--- config.mk ---
export PLATFORM = sky130hd
export DESIGN_NAME = can_bit_timing_flat
export DESIGN_NICKNAME = d
export VERILOG_FILES = /design/src/rtl/can_bit_timing_if.sv /design/src/rtl/can_bit_timing.sv /design/src/flat_wrapper.sv
export SDC_FILE = /design/constraint.sdc
export NUM_CORES = 1
export LEC_CHECK = 0
export BUFFER_PORTS_ARGS = -buffer_cell sky130_fd_sc_hd__buf_2
export CAP_MARGIN = 30
export CORE_ASPECT_RATIO = 2
export CORE_UTILIZATION = 43
export DETAILED_ROUTE_END_ITERATION = 7
export SLEW_MARGIN = 20
export SYNTH_ARGS = -nofsm -noshare
export SYNTH_HDL_FRONTEND = slang
export SYNTH_SLANG_ARGS = --single-unit
export TNS_END_PERCENT = 30
--- constraint.sdc ---
create_clock -name clk -period 9.4 [get_ports clk]
set_clock_uncertainty 0.2 [all_clocks]
set_input_delay 1.41 -clock clk [delete_from_list [all_inputs] [get_ports clk]]
set_output_delay 1.41 -clock clk [all_outputs]
set_load 0.005 [all_outputs]
--- src/rtl/can_bit_timing_if.sv ---
// can_bit_timing_if: MAC-side configuration and bit-stream signals of the CAN bit timing unit
interface can_bit_timing_if #(
    parameter int BRP_W   = 8,
    parameter int TSEG1_W = 8,
    parameter int TSEG2_W = 7,
    parameter int SJW_W   = 7
);
    logic               en;
    logic               fd_mode;
    logic [BRP_W-1:0]   nbrp;
    logic [BRP_W-1:0]   dbrp;
    logic [TSEG1_W-1:0] ntseg1;
    logic [TSEG1_W-1:0] dtseg1;
    logic [TSEG2_W-1:0] ntseg2;
    logic [TSEG2_W-1:0] dtseg2;
    logic [SJW_W-1:0]   nsjw;
    logic [SJW_W-1:0]   dsjw;
    logic               hard_sync_en;
    logic               rx;
    logic               tx_bit;
    logic               tx;
    logic               tx_req;
    logic               sample_pulse;
    logic               rx_bit;
    logic               bit_err;
    logic [1:0]         seg;

    modport master (
        output en, fd_mode, nbrp, dbrp, ntseg1, dtseg1, ntseg2, dtseg2, nsjw, dsjw,
               hard_sync_en, rx, tx_bit,
        input  tx, tx_req, sample_pulse, rx_bit, bit_err, seg
    );

    modport slave (
        input  en, fd_mode, nbrp, dbrp, ntseg1, dtseg1, ntseg2, dtseg2, nsjw, dsjw,
               hard_sync_en, rx, tx_bit,
        output tx, tx_req, sample_pulse, rx_bit, bit_err, seg
    );
endinterface

--- src/rtl/can_bit_timing.sv ---
// can_bit_timing: single-clock CAN / CAN-FD bit timing with hard sync and SJW-limited resync
module can_bit_timing #(
    parameter int BRP_W   = 8,
    parameter int TSEG1_W = 8,
    parameter int TSEG2_W = 7,
    parameter int SJW_W   = 7
) (
    input logic             clk,
    input logic             rst,
    can_bit_timing_if.slave bus
);
    localparam int W = TSEG1_W + 2;

    typedef enum logic [1:0] {SYNC = 2'd0, TSEG1 = 2'd1, TSEG2 = 2'd2} seg_t;

    seg_t               seg;
    logic [BRP_W-1:0]   pcnt, brp;
    logic [TSEG1_W:0]   tcnt;
    logic [TSEG1_W-1:0] tseg1;
    logic [TSEG2_W-1:0] tseg2;
    logic [SJW_W-1:0]   sjw, ext, shr, ext_n, shr_n;
    logic [W-1:0]       k1, rem;
    logic               fd_sel, lock, rx_prev, tx, rx_bit, sample_pulse, bit_err;
    logic               tick, fall, resync, trunc, hsync, last1, last2;

    assign brp   = fd_sel ? bus.dbrp   : bus.nbrp;
    assign tseg1 = fd_sel ? bus.dtseg1 : bus.ntseg1;
    assign tseg2 = fd_sel ? bus.dtseg2 : bus.ntseg2;
    assign sjw   = fd_sel ? bus.dsjw   : bus.nsjw;

    // >= keeps the prescaler from running away if brp ever shrinks under it
    assign tick   = pcnt >= brp;
    assign fall   = rx_prev && !bus.rx;
    assign resync = fall && !bus.hard_sync_en && !lock && tx;
    assign k1     = W'(tcnt) + W'(1);
    assign rem    = W'(tseg2) - W'(tcnt);
    assign trunc  = resync && seg == TSEG2 && rem <= W'(sjw);
    assign hsync  = (fall && bus.hard_sync_en) || trunc;
    assign ext_n  = resync && seg == TSEG1 ? (k1 < W'(sjw) ? SJW_W'(k1) : sjw) : ext;
    assign shr_n  = resync && seg == TSEG2 ? sjw : shr;
    assign last1  = k1 >= W'(tseg1) + W'(ext_n);
    assign last2  = k1 + W'(shr_n) >= W'(tseg2);

    assign bus.tx_req       = bus.en && !rst && seg == TSEG2 && tick && last2 && !hsync;
    assign bus.tx           = tx;
    assign bus.rx_bit       = rx_bit;
    assign bus.sample_pulse = sample_pulse;
    assign bus.bit_err      = bit_err;
    assign bus.seg          = seg;

    // Only a sync (hard or TSEG2 truncation) realigns the prescaler; resync just moves segment ends
    always_ff @(posedge clk) begin
        if (rst || !bus.en) begin
            pcnt         <= '0;
            tcnt         <= '0;
            seg          <= SYNC;
            tx           <= 1'b1;
            rx_bit       <= 1'b1;
            sample_pulse <= 1'b0;
            bit_err      <= 1'b0;
            rx_prev      <= 1'b1;
            lock         <= 1'b0;
            ext          <= '0;
            shr          <= '0;
            fd_sel       <= rst ? 1'b0 : bus.fd_mode;
        end else begin
            rx_prev      <= bus.rx;
            sample_pulse <= 1'b0;
            bit_err      <= 1'b0;
            if (hsync) begin
                seg  <= TSEG1;
                tcnt <= '0;
                pcnt <= '0;
                lock <= 1'b0;
                ext  <= '0;
                shr  <= '0;
            end else begin
                pcnt <= tick ? '0 : pcnt + 1'b1;
                lock <= lock || resync;
                ext  <= ext_n;
                shr  <= shr_n;
                if (tick) begin
                    if (seg == SYNC) begin
                        seg  <= TSEG1;
                        tcnt <= '0;
                    end else if (seg == TSEG1 && last1) begin
                        seg          <= TSEG2;
                        tcnt         <= '0;
                        ext          <= '0;
                        lock         <= 1'b0;
                        sample_pulse <= 1'b1;
                        rx_bit       <= bus.rx;
                        bit_err      <= tx != bus.rx;
                        fd_sel       <= bus.fd_mode;
                    end else if (seg != TSEG1 && last2) begin
                        seg  <= SYNC;
                        tcnt <= '0;
                        shr  <= '0;
                        tx   <= bus.tx_bit;
                    end else begin
                        tcnt <= tcnt + 1'b1;
                    end
                end
            end
        end
    end
endmodule

--- src/flat_wrapper.sv ---
// flat-port wrapper written by rule: the top's interface ports become plain ports
module can_bit_timing_flat 
#(
    parameter int BRP_W   = 8,
    parameter int TSEG1_W = 8,
    parameter int TSEG2_W = 7,
    parameter int SJW_W   = 7
)
  (clk, rst, bus_en, bus_fd_mode, bus_nbrp, bus_dbrp, bus_ntseg1, bus_dtseg1, bus_ntseg2, bus_dtseg2, bus_nsjw, bus_dsjw, bus_hard_sync_en, bus_rx, bus_tx_bit, bus_tx, bus_tx_req, bus_sample_pulse, bus_rx_bit, bus_bit_err, bus_seg);
  can_bit_timing_if #(.BRP_W(BRP_W), .TSEG1_W(TSEG1_W), .TSEG2_W(TSEG2_W), .SJW_W(SJW_W)) bus_i ();
  input logic clk;
  input logic rst;
  input wire logic [$bits(bus_i.en)-1:0] bus_en;
  input wire logic [$bits(bus_i.fd_mode)-1:0] bus_fd_mode;
  input wire logic [$bits(bus_i.nbrp)-1:0] bus_nbrp;
  input wire logic [$bits(bus_i.dbrp)-1:0] bus_dbrp;
  input wire logic [$bits(bus_i.ntseg1)-1:0] bus_ntseg1;
  input wire logic [$bits(bus_i.dtseg1)-1:0] bus_dtseg1;
  input wire logic [$bits(bus_i.ntseg2)-1:0] bus_ntseg2;
  input wire logic [$bits(bus_i.dtseg2)-1:0] bus_dtseg2;
  input wire logic [$bits(bus_i.nsjw)-1:0] bus_nsjw;
  input wire logic [$bits(bus_i.dsjw)-1:0] bus_dsjw;
  input wire logic [$bits(bus_i.hard_sync_en)-1:0] bus_hard_sync_en;
  input wire logic [$bits(bus_i.rx)-1:0] bus_rx;
  input wire logic [$bits(bus_i.tx_bit)-1:0] bus_tx_bit;
  output wire logic [$bits(bus_i.tx)-1:0] bus_tx;
  output wire logic [$bits(bus_i.tx_req)-1:0] bus_tx_req;
  output wire logic [$bits(bus_i.sample_pulse)-1:0] bus_sample_pulse;
  output wire logic [$bits(bus_i.rx_bit)-1:0] bus_rx_bit;
  output wire logic [$bits(bus_i.bit_err)-1:0] bus_bit_err;
  output wire logic [$bits(bus_i.seg)-1:0] bus_seg;
  assign bus_i.en = bus_en;
  assign bus_i.fd_mode = bus_fd_mode;
  assign bus_i.nbrp = bus_nbrp;
  assign bus_i.dbrp = bus_dbrp;
  assign bus_i.ntseg1 = bus_ntseg1;
  assign bus_i.dtseg1 = bus_dtseg1;
  assign bus_i.ntseg2 = bus_ntseg2;
  assign bus_i.dtseg2 = bus_dtseg2;
  assign bus_i.nsjw = bus_nsjw;
  assign bus_i.dsjw = bus_dsjw;
  assign bus_i.hard_sync_en = bus_hard_sync_en;
  assign bus_i.rx = bus_rx;
  assign bus_i.tx_bit = bus_tx_bit;
  assign bus_tx = bus_i.tx;
  assign bus_tx_req = bus_i.tx_req;
  assign bus_sample_pulse = bus_i.sample_pulse;
  assign bus_rx_bit = bus_i.rx_bit;
  assign bus_bit_err = bus_i.bit_err;
  assign bus_seg = bus_i.seg;
  can_bit_timing #(.BRP_W(BRP_W), .TSEG1_W(TSEG1_W), .TSEG2_W(TSEG2_W), .SJW_W(SJW_W)) u_core (.clk(clk), .rst(rst), .bus(bus_i));
endmodule
==> summary.md, run 1 <==
| Metric | Value |
|---|---|
| P_sw | 0.1368 mW |
| Synthesized net count | 596 |
| Initial core utilization | 0.4416 |
| Setup Fix Bufs, Post-CTS | 0 |
| Clock sinks | 40 |
| Status | finished clean |
| Most frequent cells in the layout | 73 x buf_2, 52 x ha_1, 39 x nor2_1, 39 x dfxtp_1, 37 x inv_1 |
| Seq pwr share | 0.363 |
| Top Layer Used | met4 |
| Port Buf Inserts | 73 |
| Hold buffers post-CTS | 0 |
| R2R Setup Slk | roughly 2300 ps |
| Combinational Power Share | 0.236 |
| Yosys reg bits | 40 |
| Antenna violations before repair | 0 |
| DRC | 0 |
| Post-synthesis sequential area ratio | 0.2037 |
| DR iter-0 viols | 123 |
| Post-synth ARST share | 0 |
| CTS max path bufs | 2 |
| Final Cycle Share | 0.7847 |
| Fill cell instance count of the final layout | ~890 |
| Max incr delay on CP | 400 ps |
| Post-route ant nets | 0 |
| Area grow syn2layout | 16.28% |
| Die height | 138.1 um |
| Final min period | 7377 ps |
| CP startpoint kind | input port |
| Final Hold Viols | 0 |
| Number of synthesized flops with an enable pin | 1 |
| Die W | 70.03 um |
| Worst-path clk slew | 60 ps |
| Grt total ovfl | 0 |
| Pre-Repair DR Iteration Count | 6 |
| Hold crit path type | reg2reg |
| Routability congestion estimate | 0.8635 |
| Share of cells above drive strength 1 | 0.1945 |
| Clk Latency, worst-skew pair | around 290 ps |
| Yosys warning count | 0 |
| Syn Std Cell Area | around 4000 sq um |
| Slew @ Worst Pin | about 670 ps |
| Share of the synthesized area in the top cell type | 0.1962 |
| Total CTS buffers | 5 |
| First-pass GRT wire length | 17.62 mm |
| Largest net degree at the start of global routing | 19 |
| # setup viols final | 0 |
| WL per Instance | around 16 um |
| Slowest cell on the critical path | o32ai_1 |
| Netlist cell types | 70 |
| Commonest non-fill, non-tap cell in the layout | buf_2 |
| Switch share | 0.2863 |
| Synth top area cells | dfxtp_1 20%, ha_1 16%, mux2i_1 7.0%, xnor2_1 4.0%, nor2_1 3.7% |
| Worst setup path start | bus_dsjw[3] |
| Placed cells | 643 |
| Max Clock Freq | 0.1356 GHz |
| Maxcap violations | 0 |
| Area leader, netlist | dfxtp_1 |
| Ant diodes | 0 |
| Post-DP HPWL | ~8.7 mm |
| Leak | 2.227 nW |
| Crit path arrival time | 7410 ps |
| FF-to-FF End | u_core.tcnt[0]$_SDFFE_PP0N_ |
| RSZ-0062 raised after global routing | false |
| Met2 Routed Length | 5.829 mm |
| Nets | around 670 |
| Fin Setup TNS | 0 ps |
| H-tree depth | 2 |
| Cell internal pwr | 0.3412 mW |
| Finished Layout Cells | ~650 |
| Worst Setup EP | u_core.tcnt[0]$_SDFFE_PP0N_ |
| Pins over their slew limit | 0 |
| Worst r2r path cells | 29 |
| CTS tree | built |
| Relative slew margins | 0.5477 |
| CTS resizes | 0 |
| Crit path required time | 9440 ps |
| Wire length on met1 | 4.080 mm |
| # rows | 49 |
| PwrDens | 103.3 nW/um^2 |
| Most used DFF post-synth | dfxtp_1 |
| Metal3 WL | around 250 um |
| DIE AREA | 9668 sq um |
| CTS root buf | clkbuf_16 |
| Crit Path Category | in2reg |
| Total length of routed wires | 10.39 mm |
| R2R Path Start | u_core.tcnt[0]$_SDFFE_PP0N_ |
| DR vias/cell | 5.521 |
| CP endpoint kind | register |
| Peak supply drop | around 0.077 mV |
| Via Count | around 3,600 |
| GRT Resource Usage Total | 0.2277 |
| Clock power share | 0.401 |
| Core region area | 9012 sq um |
| I/O Pins | 74 |
| Mapped Cells | 474 |
| Mapped Avg Cell Area | about 8.4 sq um |
| Worst-path fanout max | 9 |
| Number of global-route vias before repair | 3,757 |
## Yosys cell counts, types with 2 or more instances
master and number:
o2111ai_1 5, and4_1 3, ha_1 52, o31ai_1 3
buf_1 2, nor2b_1 18, a21boi_0 2, and3_1 4
o21a_1 5, xor2_1 13, nand2_1 26, maj3_1 2
a22o_1 5, dfxtp_1 39, a21o_1 17, nand2b_1 10
nor4_1 2, o21ai_0 11, a211oi_1 6, nand3_1 12
o21bai_1 3, inv_2 3, fa_1 3, o211ai_1 2
a21oi_1 25, inv_1 37, nor3_1 9, nand4_1 4
mux2i_1 28, a221o_1 2, mux2_2 7, o21ai_1 9
clkbuf_1 3, and2_1 10, xnor2_1 18, o211a_1 2
nor2_1 39
## logic make-up (layout without fill, tap and decap cells)
family / count (synthesis) / count (layout) / synth area share
multiplexers: 36 / 36 / 0.09400
AND/OR/NAND/NOR: 150 / 150 / 0.2031
XOR/XNOR: 31 / 31 / 0.06822
flip-flops: 40 / 40 / 0.2037
adder cells (fa/ha/maj): 57 / 57 / 0.1836
AO/OA/AOI/OAI: 112 / 112 / 0.1990
buffers and inverters: 48 / 124 / 0.04841
## power groups by stage
stage	sequential, mW	combinational [mW]	clock (mW)
floorplan	0.177	0.0774	0
global placement	0.180	0.107	0
detailed placement	0.180	0.110	0
CTS	0.176	0.111	0.194
global route	0.174	0.128	0.204
finish	0.174	0.113	0.192
## state kept, by name, summed over array words and instances, names as in the netlist
register	flops
u_core.bus.seg	2
u_core.rx_prev	1
u_core.lock	1
u_core.tcnt	9
u_core.fd_sel	1
u_core.bus.sample_pulse	1
u_core.ext	7
u_core.bus.bit_err	1
u_core.bus.tx	1
u_core.shr	7
u_core.bus.rx_bit	1
u_core.pcnt	8
## layout make-up
class / count / area [sq um] / area share
multi-input combinational: 386 / 2977 / 0.6431
sequential: 40 / 810.8 / 0.1752
inverter: 40 / 150.1 / 0.03244
timing repair buffer: 76 / 395.4 / 0.08543
clock inverter: 2 / 17.52 / 0.003785
tap: 102 / 127.6 / 0.02757
clock buffer: 6 / 150.1 / 0.03244
## worst min path at each step
stage                                       from                      to  slack [ps]  depth (start not counted)
after global routing      u_core.lock$_SDFF_PP0_  u_core.lock$_SDFF_PP0_         320                          2
after detailed placement  u_core.lock$_SDFF_PP0_  u_core.lock$_SDFF_PP0_         260                          2
after global placement    u_core.lock$_SDFF_PP0_  u_core.lock$_SDFF_PP0_         250                          2
final                     u_core.lock$_SDFF_PP0_  u_core.lock$_SDFF_PP0_         260                          2
after CTS                 u_core.lock$_SDFF_PP0_  u_core.lock$_SDFF_PP0_         270                          2
after floorplan           u_core.lock$_SDFF_PP0_  u_core.lock$_SDFF_PP0_         230                          2
## metal layers
layer	global-route usage	vias to the layer above
met5	0	-
met1	0.2476	1654
li1	-	1855
met3	0.02259	17
met2	0.4428	74
met4	0.07579	0
## per-stage QoR
step           worst slack [ps]  utilization  area [sq um]  power (mW)  hold WS [ps]
2_1_floorplan              2613            -          3980      0.2539         235.0
3_3_place_gp               1988       0.4933          4446      0.2867         247.5
4_1_cts                    1967       0.5119          4613      0.4811         272.8
5_1_grt                    1317       0.5135          4628      0.5051         316.7
3_5_place_dp               1693       0.4933          4446      0.2902         262.3
6_report                   2023       0.5135          4628      0.4780         262.8
## worst max-delay path: cells and delay by family
kind                     cells  cell delay [ps]
multiplexers                 2              550
buffers and inverters        2              150
AND/OR/NAND/NOR             10             1960
adder cells (fa/ha/maj)      4             1220
AO/OA/AOI/OAI               11             2120
Note: power is estimated with default switching activity, not from simulation.
==> run 2: changes to the inputs <==
Clock period 9.4 ns to 7.48 ns, I/O delays scaled along.
==> run 2 against run 1 <==
  * Global-route usage fell by 0.35 points
  * Final cell count increased by 2.8%
  * Register-to-register slack lost 1700 ps
  * Largest cell class unchanged
  * Worst setup slack worse by 1400 ps
  * Utilization grew 1.6 points
  * Design area up 3.1%
  * Via count increased by 4.4%
  * Die area unchanged
  * Power up 28%
  * Sequential cell count unchanged
  * Combinational power up 35%
==> summary.md, run 2 (synthesis gave the netlist of run 1 again) <==
| Metric | Value |
|---|---|
| Total length of routed wires | 10.74 mm (+3.4%) |
| Share of cells above drive strength 1 | 0.2201 (+0.02552) |
| Post-route ant nets | 0 (unchanged) |
| Nets | 689 (+2.7%) |
| CP startpoint kind | register |
| Fin Setup TNS | 0 ps (unchanged) |
| DR iter-0 viols | 143 (+16%) |
| Post-DP HPWL | 8.791 mm (+1.5%) |
| # setup viols final | 0 (unchanged) |
| Via Count | 3,757 (+4.4%) |
| Status | finished clean |
| Maxcap violations | 0 (unchanged) |
| Port Buf Inserts | 73 (unchanged) |
| Die W | 70.03 um (unchanged) |
| Register area | 810.8 sq um (unchanged) |
| Ant diodes | 0 (unchanged) |
| WL per Instance | 16.04 um (+0.65%) |
| Peak supply drop | 0.1202 mV (+57%) |
| Slowest cell on the critical path | dfxtp_1 |
| Max Clock Freq | 0.1449 GHz |
| Total CTS buffers | 5 (unchanged) |
| Final Cycle Share | 0.9225 |
| Largest register FFs | 9 (unchanged) |
| DR vias/cell | 5.607 (+1.6%) |
| Buf+Inv Stages, Crit Path | 1 (-1) |
| Most frequent cells in the layout | 73 x buf_2, 52 x ha_1, 39 x nor2_1, 39 x dfxtp_1, 37 x inv_1 |
| Max incr delay on CP | 510 ps (+110 ps) |
| Crit path arrival time | 6920 ps (-490 ps) |
| CTS root buf | clkbuf_16 |
| Slew @ Worst Pin | 746.9 ps (+72.98 ps) |
| Clock sinks | 40 (unchanged) |
| CP top delay family | compound AO/OA/AOI/OAI gates |
| Largest net degree at the start of global routing | 15 (-4) |
| Die height | 138.1 um (unchanged) |
| DIE AREA | 9668 sq um (unchanged) |
| Pins over their slew limit | 0 (unchanged) |
| Initial core utilization | 0.4416 (unchanged) |
| Combinational Power Share | 0.250 (+0.014) |
| CP endpoint kind | register |
| GRT Resource Usage Total | 0.2242 (-0.003535) |
| Crit path required time | 7500 ps (-1940 ps) |
| Final min period | 6900 ps |
| H-tree depth | 2 (unchanged) |
| I/O Pins | 74 (unchanged) |
| Final Hold Viols | 0 (unchanged) |
| Core region area | 9012 sq um (unchanged) |
| CTS max path bufs | 2 (unchanged) |
| Leak | 2.315 nW (+4.0%) |
| CTS tree | built |
| P_sw | 0.1752 mW (+28%) |
| Fill cell instance count of the final layout | 906 (+2.1%) |
| First-pass GRT wire length | 17.27 mm (-2.0%) |
| Cell internal pwr | 0.4369 mW (+28%) |
| Area grow syn2layout | 19.93% |
| DRC | 0 (unchanged) |
| Antenna violations before repair | 0 (unchanged) |
| Commonest non-fill, non-tap cell in the layout | buf_2 |
| Clock power share | 0.395 (-0.006) |
| Worst-path clk slew | 60 ps (about the same) |
| RSZ-0062 raised after global routing | false |
| Switch share | 0.2862 (about the same) |
| Hold crit path type | reg2reg |
| PwrDens | 128.2 nW/um^2 (+24%) |
| Number of global-route vias before repair | 3,767 (+0.27%) |
| Relative slew margins | 0.4987 (-0.04898) |
| Worst-path fanout max | 9 (unchanged) |
| Routability congestion estimate | 0.8840 (+2.4%) |
| Largest regs | u_core.tcnt x9, u_core.pcnt x8 |
| Area of the multi-input gates | 2983 sq um (+0.21%) |
| Largest Register | u_core.tcnt |
| Pre-Repair DR Iteration Count | 4 (-2) |
| Crit Path Category | reg2reg |
| Clk Latency, worst-skew pair | 290 ps (about the same) |
| Seq pwr share | 0.355 (-0.008) |
| Tot Pwr | 0.6121 mW (+28%) |
| # rows | 49 (unchanged) |
| Grt total ovfl | 0 (unchanged) |
run 2: cell types whose count changed in the layout (fill, tap and decap cells not counted), sizes merged:
| cell | delta |
|---|---|
| buf | +18 |
| clkinv | -2 |
| clkinvlp | +1 |
| inv | +1 |
run 2: worst reg2reg max path: cells and delay by family, from the launching register on:
family	cells	cell delay, ps
adders and majority gates	5	1450
AOI/OAI and AO/OA	12	2590
and+or+nand+nor	12	2050
buffers and inverters	1	60
DFF	1	510
run 2: power by group through the flow:
stage               registers [mW]  clock network, mW  logic [mW]
floorplan                    0.222                  0      0.0973
global placement             0.225                  0       0.139
finish                       0.217              0.242       0.153
detailed placement           0.225                  0       0.142
global route                 0.217              0.253       0.171
CTS                          0.220              0.246       0.143
run 2: path summary, 6_finish.rpt:
kind	depth (start not counted)	startpoint	end	slack [ps]
max	30	u_core.tcnt[0]$_SDFFE_PP0N_	u_core.ext[5]$_SDFF_PP0_	580
min	2	u_core.lock$_SDFF_PP0_	u_core.lock$_SDFF_PP0_	260
max reg2reg	30	u_core.tcnt[0]$_SDFFE_PP0N_	u_core.ext[5]$_SDFF_PP0_	580
min reg2reg	2	u_core.lock$_SDFF_PP0_	u_core.lock$_SDFF_PP0_	260
run 2: layer usage:
metal / vias up / global-route usage / part of all wire
met5: - / 0 / 0
met4: 0 / 0.1358 / 0.054
met3: 31 / 0.02551 / 0.031
met2: 106 / 0.4302 / 0.54
met1: 1728 / 0.2206 / 0.37
li1: 1892 / - / -
run 2: what timing repair did:
item / in CTS / in global routing
setup endpoints to repair: 0 / 15
setup buffers: 0 / 9
resized for setup: 0 / 1
hold buffers: 0 / 0
run 2: final cells by class:
type,count,area share
Tap cell,102,0.02674
Timing Repair Buffer,94,0.1122
Multi-Input combinational cell,386,0.6249
Inverter,40,0.03145
Clock inverter,2,0.003408
Sequential cell,40,0.1699
Clock buffer,6,0.03145
run 2: metrics by stage:
stage / hold WS [ps] / setup slack [ps] / instances / area [sq um] / util
floorplan: 235.0 / 981.0 / 474 / 3980 / -
global placement: 246.8 / 571.4 / 653 / 4521 / 0.5016
detailed placement: 252.1 / 364.6 / 653 / 4521 / 0.5016
CTS: 262.1 / 444.0 / 661 / 4687 / 0.5201
global route: 282.3 / 11.77 / 670 / 4773 / 0.5296
finish: 256.3 / 580.0 / 670 / 4773 / 0.5296
==> run 3: changes to the inputs <==
Settings changed: CELL_PAD_IN_SITES_DETAIL_PLACEMENT set to 1, CELL_PAD_IN_SITES_GLOBAL_PLACEMENT set to 1, CORE_UTILIZATION 43 to 42, PLACE_DENSITY_LB_ADDON set to 0.1.
==> run 3 against run 2 <==
  * Maximum frequency fell by 2.6%
  * Power is essentially flat
  * Combinational power down 3%
  * Utilization decreased by 0.91 points
  * Via count grew 3.2%
==> summary.md, run 3 (synthesis gave the netlist of run 1 again) <==
| Metric | Value |
|---|---|
| Worst-path fanout max | 9 (unchanged) |
| Leak | 2.278 nW (-1.6%) |
| Post-DP HPWL | 10.18 mm (+16%) |
| Fin Setup TNS | 0 ps (unchanged) |
| Commonest non-fill, non-tap cell in the layout | buf_2 |
| P_sw | 0.1802 mW (+2.9%) |
| Pre-CTS setup slack | 179.7 ps (-184.9 ps) |
| Worst Setup EP | u_core.tcnt[6]$_SDFFE_PP0N_ |
| Buf+Inv Stages, Crit Path | 1 (unchanged) |
| Nets | 682 (-1.0%) |
| Ant diodes | 0 (unchanged) |
| I/O Pins | 74 (unchanged) |
| Port Buf Inserts | 73 (unchanged) |
| Peak supply drop | 0.1082 mV (-10%) |
| Largest net degree at the start of global routing | 16 (+1) |
| Max Clock Freq | 0.1412 GHz (-2.6%) |
| Final min period | 7083 ps (+182.6 ps) |
| Die height | 139.7 um (+1.2%) |
| Most frequent cells in the layout | 73 x buf_2, 52 x ha_1, 39 x nor2_1, 39 x dfxtp_1, 37 x inv_1 |
| FF-to-FF End | u_core.tcnt[6]$_SDFFE_PP0N_ |
| CP startpoint kind | register |
| DIE AREA | 9894 sq um (+2.3%) |
| Total CTS buffers | 5 (unchanged) |
| Largest regs | u_core.tcnt x9, u_core.pcnt x8 |
| Switch share | 0.2943 (+0.008139) |
| Worst-path clk slew | 70 ps (about the same) |
| Die W | 70.84 um (+1.1%) |
| Hold buffers post-CTS | 0 (unchanged) |
| CTS max path bufs | 2 (unchanged) |
| Seq pwr share | 0.358 (+0.003) |
| CTS tree | built |
| Clk Latency, worst-skew pair | 290 ps (about the same) |
| Status | finished clean |
| Grt total ovfl | 0 (unchanged) |
| Crit path required time | 7500 ps (about the same) |
| Slew @ Worst Pin | 795.0 ps (+48.09 ps) |
| Maxcap violations | 0 (unchanged) |
| Relative slew margins | 0.4665 (-0.03227) |
| Hold crit path type | reg2reg |
| Crit path arrival time | 7110 ps (+190 ps) |
| Post-route ant nets | 0 (unchanged) |
| Pre-Repair DR Iteration Count | 6 (+2) |
| Crit Path Category | reg2reg |
| R2R Path Start | u_core.tcnt[0]$_SDFFE_PP0N_ |
| H-tree depth | 2 (unchanged) |
| Worst r2r path cells | 30 (unchanged) |
| Share of cells above drive strength 1 | 0.2121 (-0.007949) |
| R2R Setup Slk | 400 ps (-180 ps) |
| Clock sinks | 40 (unchanged) |
| Setup Fix Bufs, Post-CTS | 0 (unchanged) |
| Antenna violations before repair | 0 (unchanged) |
| Cell internal pwr | 0.4322 mW (-1.1%) |
| CP top delay family | simple AND/OR/NAND/NOR gates |
| Worst setup path start | u_core.tcnt[0]$_SDFFE_PP0N_ |
| CTS root buf | clkbuf_16 |
| Largest Register | u_core.tcnt |
| Final Cycle Share | 0.9469 (+0.02442) |
| Number of global-route vias before repair | 4,135 (+9.8%) |
| GRT Resource Usage Total | 0.2581 (+0.03385) |
| Total length of routed wires | 12.31 mm (+15%) |
| Final worst slack | 397.4 ps (-182.6 ps) |
| Pins over their slew limit | 0 (unchanged) |
| Combinational Power Share | 0.244 (-0.006) |
| Hold WS | 295.9 ps (+39.59 ps) |
| CP endpoint kind | register |
| WL per Instance | 18.56 um (+16%) |
| Max incr delay on CP | 520 ps (about the same) |
| Core region area | 9074 sq um (+0.68%) |
| DR iter-0 viols | 94 (-34%) |
| RSZ-0062 raised after global routing | false |
| PwrDens | 129.7 nW/um^2 (+1.1%) |
| Largest register FFs | 9 (unchanged) |
| CP Depth | 30 (unchanged) |
| First-pass GRT wire length | 19.79 mm (+15%) |
| Routability congestion estimate | 0.8860 (+0.23%) |
| Area grow syn2layout | 18.67% |
| Final Hold Viols | 0 (unchanged) |
| DR vias/cell | 5.849 (+4.3%) |
| Initial core utilization | 0.4386 (-0.002984) |
| DRC | 0 (unchanged) |
| # rows | 49 (unchanged) |
| # setup viols final | 0 (unchanged) |
| Via Count | 3,878 (+3.2%) |
| Slowest cell on the critical path | dfxtp_1 |
| Clock power share | 0.398 (+0.003) |
run 3: worst min-delay path by stage:
stage                                         to  cells past startpoint  slack, ps                   start
after floorplan           u_core.lock$_SDFF_PP0_                      2        230  u_core.lock$_SDFF_PP0_
after global placement    u_core.lock$_SDFF_PP0_                      2        250  u_core.lock$_SDFF_PP0_
after detailed placement  u_core.lock$_SDFF_PP0_                      2        280  u_core.lock$_SDFF_PP0_
after CTS                 u_core.lock$_SDFF_PP0_                      2        290  u_core.lock$_SDFF_PP0_
after global routing      u_core.lock$_SDFF_PP0_                      2        310  u_core.lock$_SDFF_PP0_
final                     u_core.lock$_SDFF_PP0_                      2        300  u_core.lock$_SDFF_PP0_
run 3: power by group through the flow:
| stage | Combinational, mW | Clock (mW) | Sequential, mW |
|---|---|---|---|
| after detailed placement | 0.150 | 0 | 0.224 |
| after floorplan | 0.0973 | 0 | 0.222 |
| final | 0.149 | 0.244 | 0.219 |
| after CTS | 0.151 | 0.248 | 0.219 |
| after global routing | 0.169 | 0.257 | 0.219 |
| after global placement | 0.143 | 0 | 0.224 |
run 3: cell type report:
class,count,area [sq um]
fill,1141,4350
multi-input combinational,386,2998
sequential,40,810.8
timing repair buffer,87,470.5
clock buffer,6,150.1
inverter,40,150.1
tap,102,127.6
clock inverter,2,16.27
run 3: what timing repair did:
action | in CTS | in global routing
endpoints found under the setup margin | 0 | 10
endpoints found under the hold margin | 0 | 0
resized for setup | 0 | 3
run 3: metrics by stage:
stage	instances	util	instance area [sq um]	power [mW]
2_1_floorplan	474	-	3980	0.3191
3_3_place_gp	655	0.4999	4536	0.3668
3_5_place_dp	655	0.4999	4536	0.3740
4_1_cts	663	0.5182	4702	0.6185
5_1_grt	663	0.5205	4723	0.6453
6_report	663	0.5205	4723	0.6124
run 3: per-layer routing:
layer | global-route usage | share of wire | wire length (um)
met5 | 0 | 0 | 0
met2 | 0.5202 | 0.58 | 7132
met4 | 0.1158 | 0.036 | 439
met3 | 0.02679 | 0.022 | 273
met1 | 0.2514 | 0.36 | 4460
run 3: tightest hold or removal path, stage by stage (launching register included):
cell      delay [ps]
dfxtp_1          320
inv_1             50
a21boi_0          70
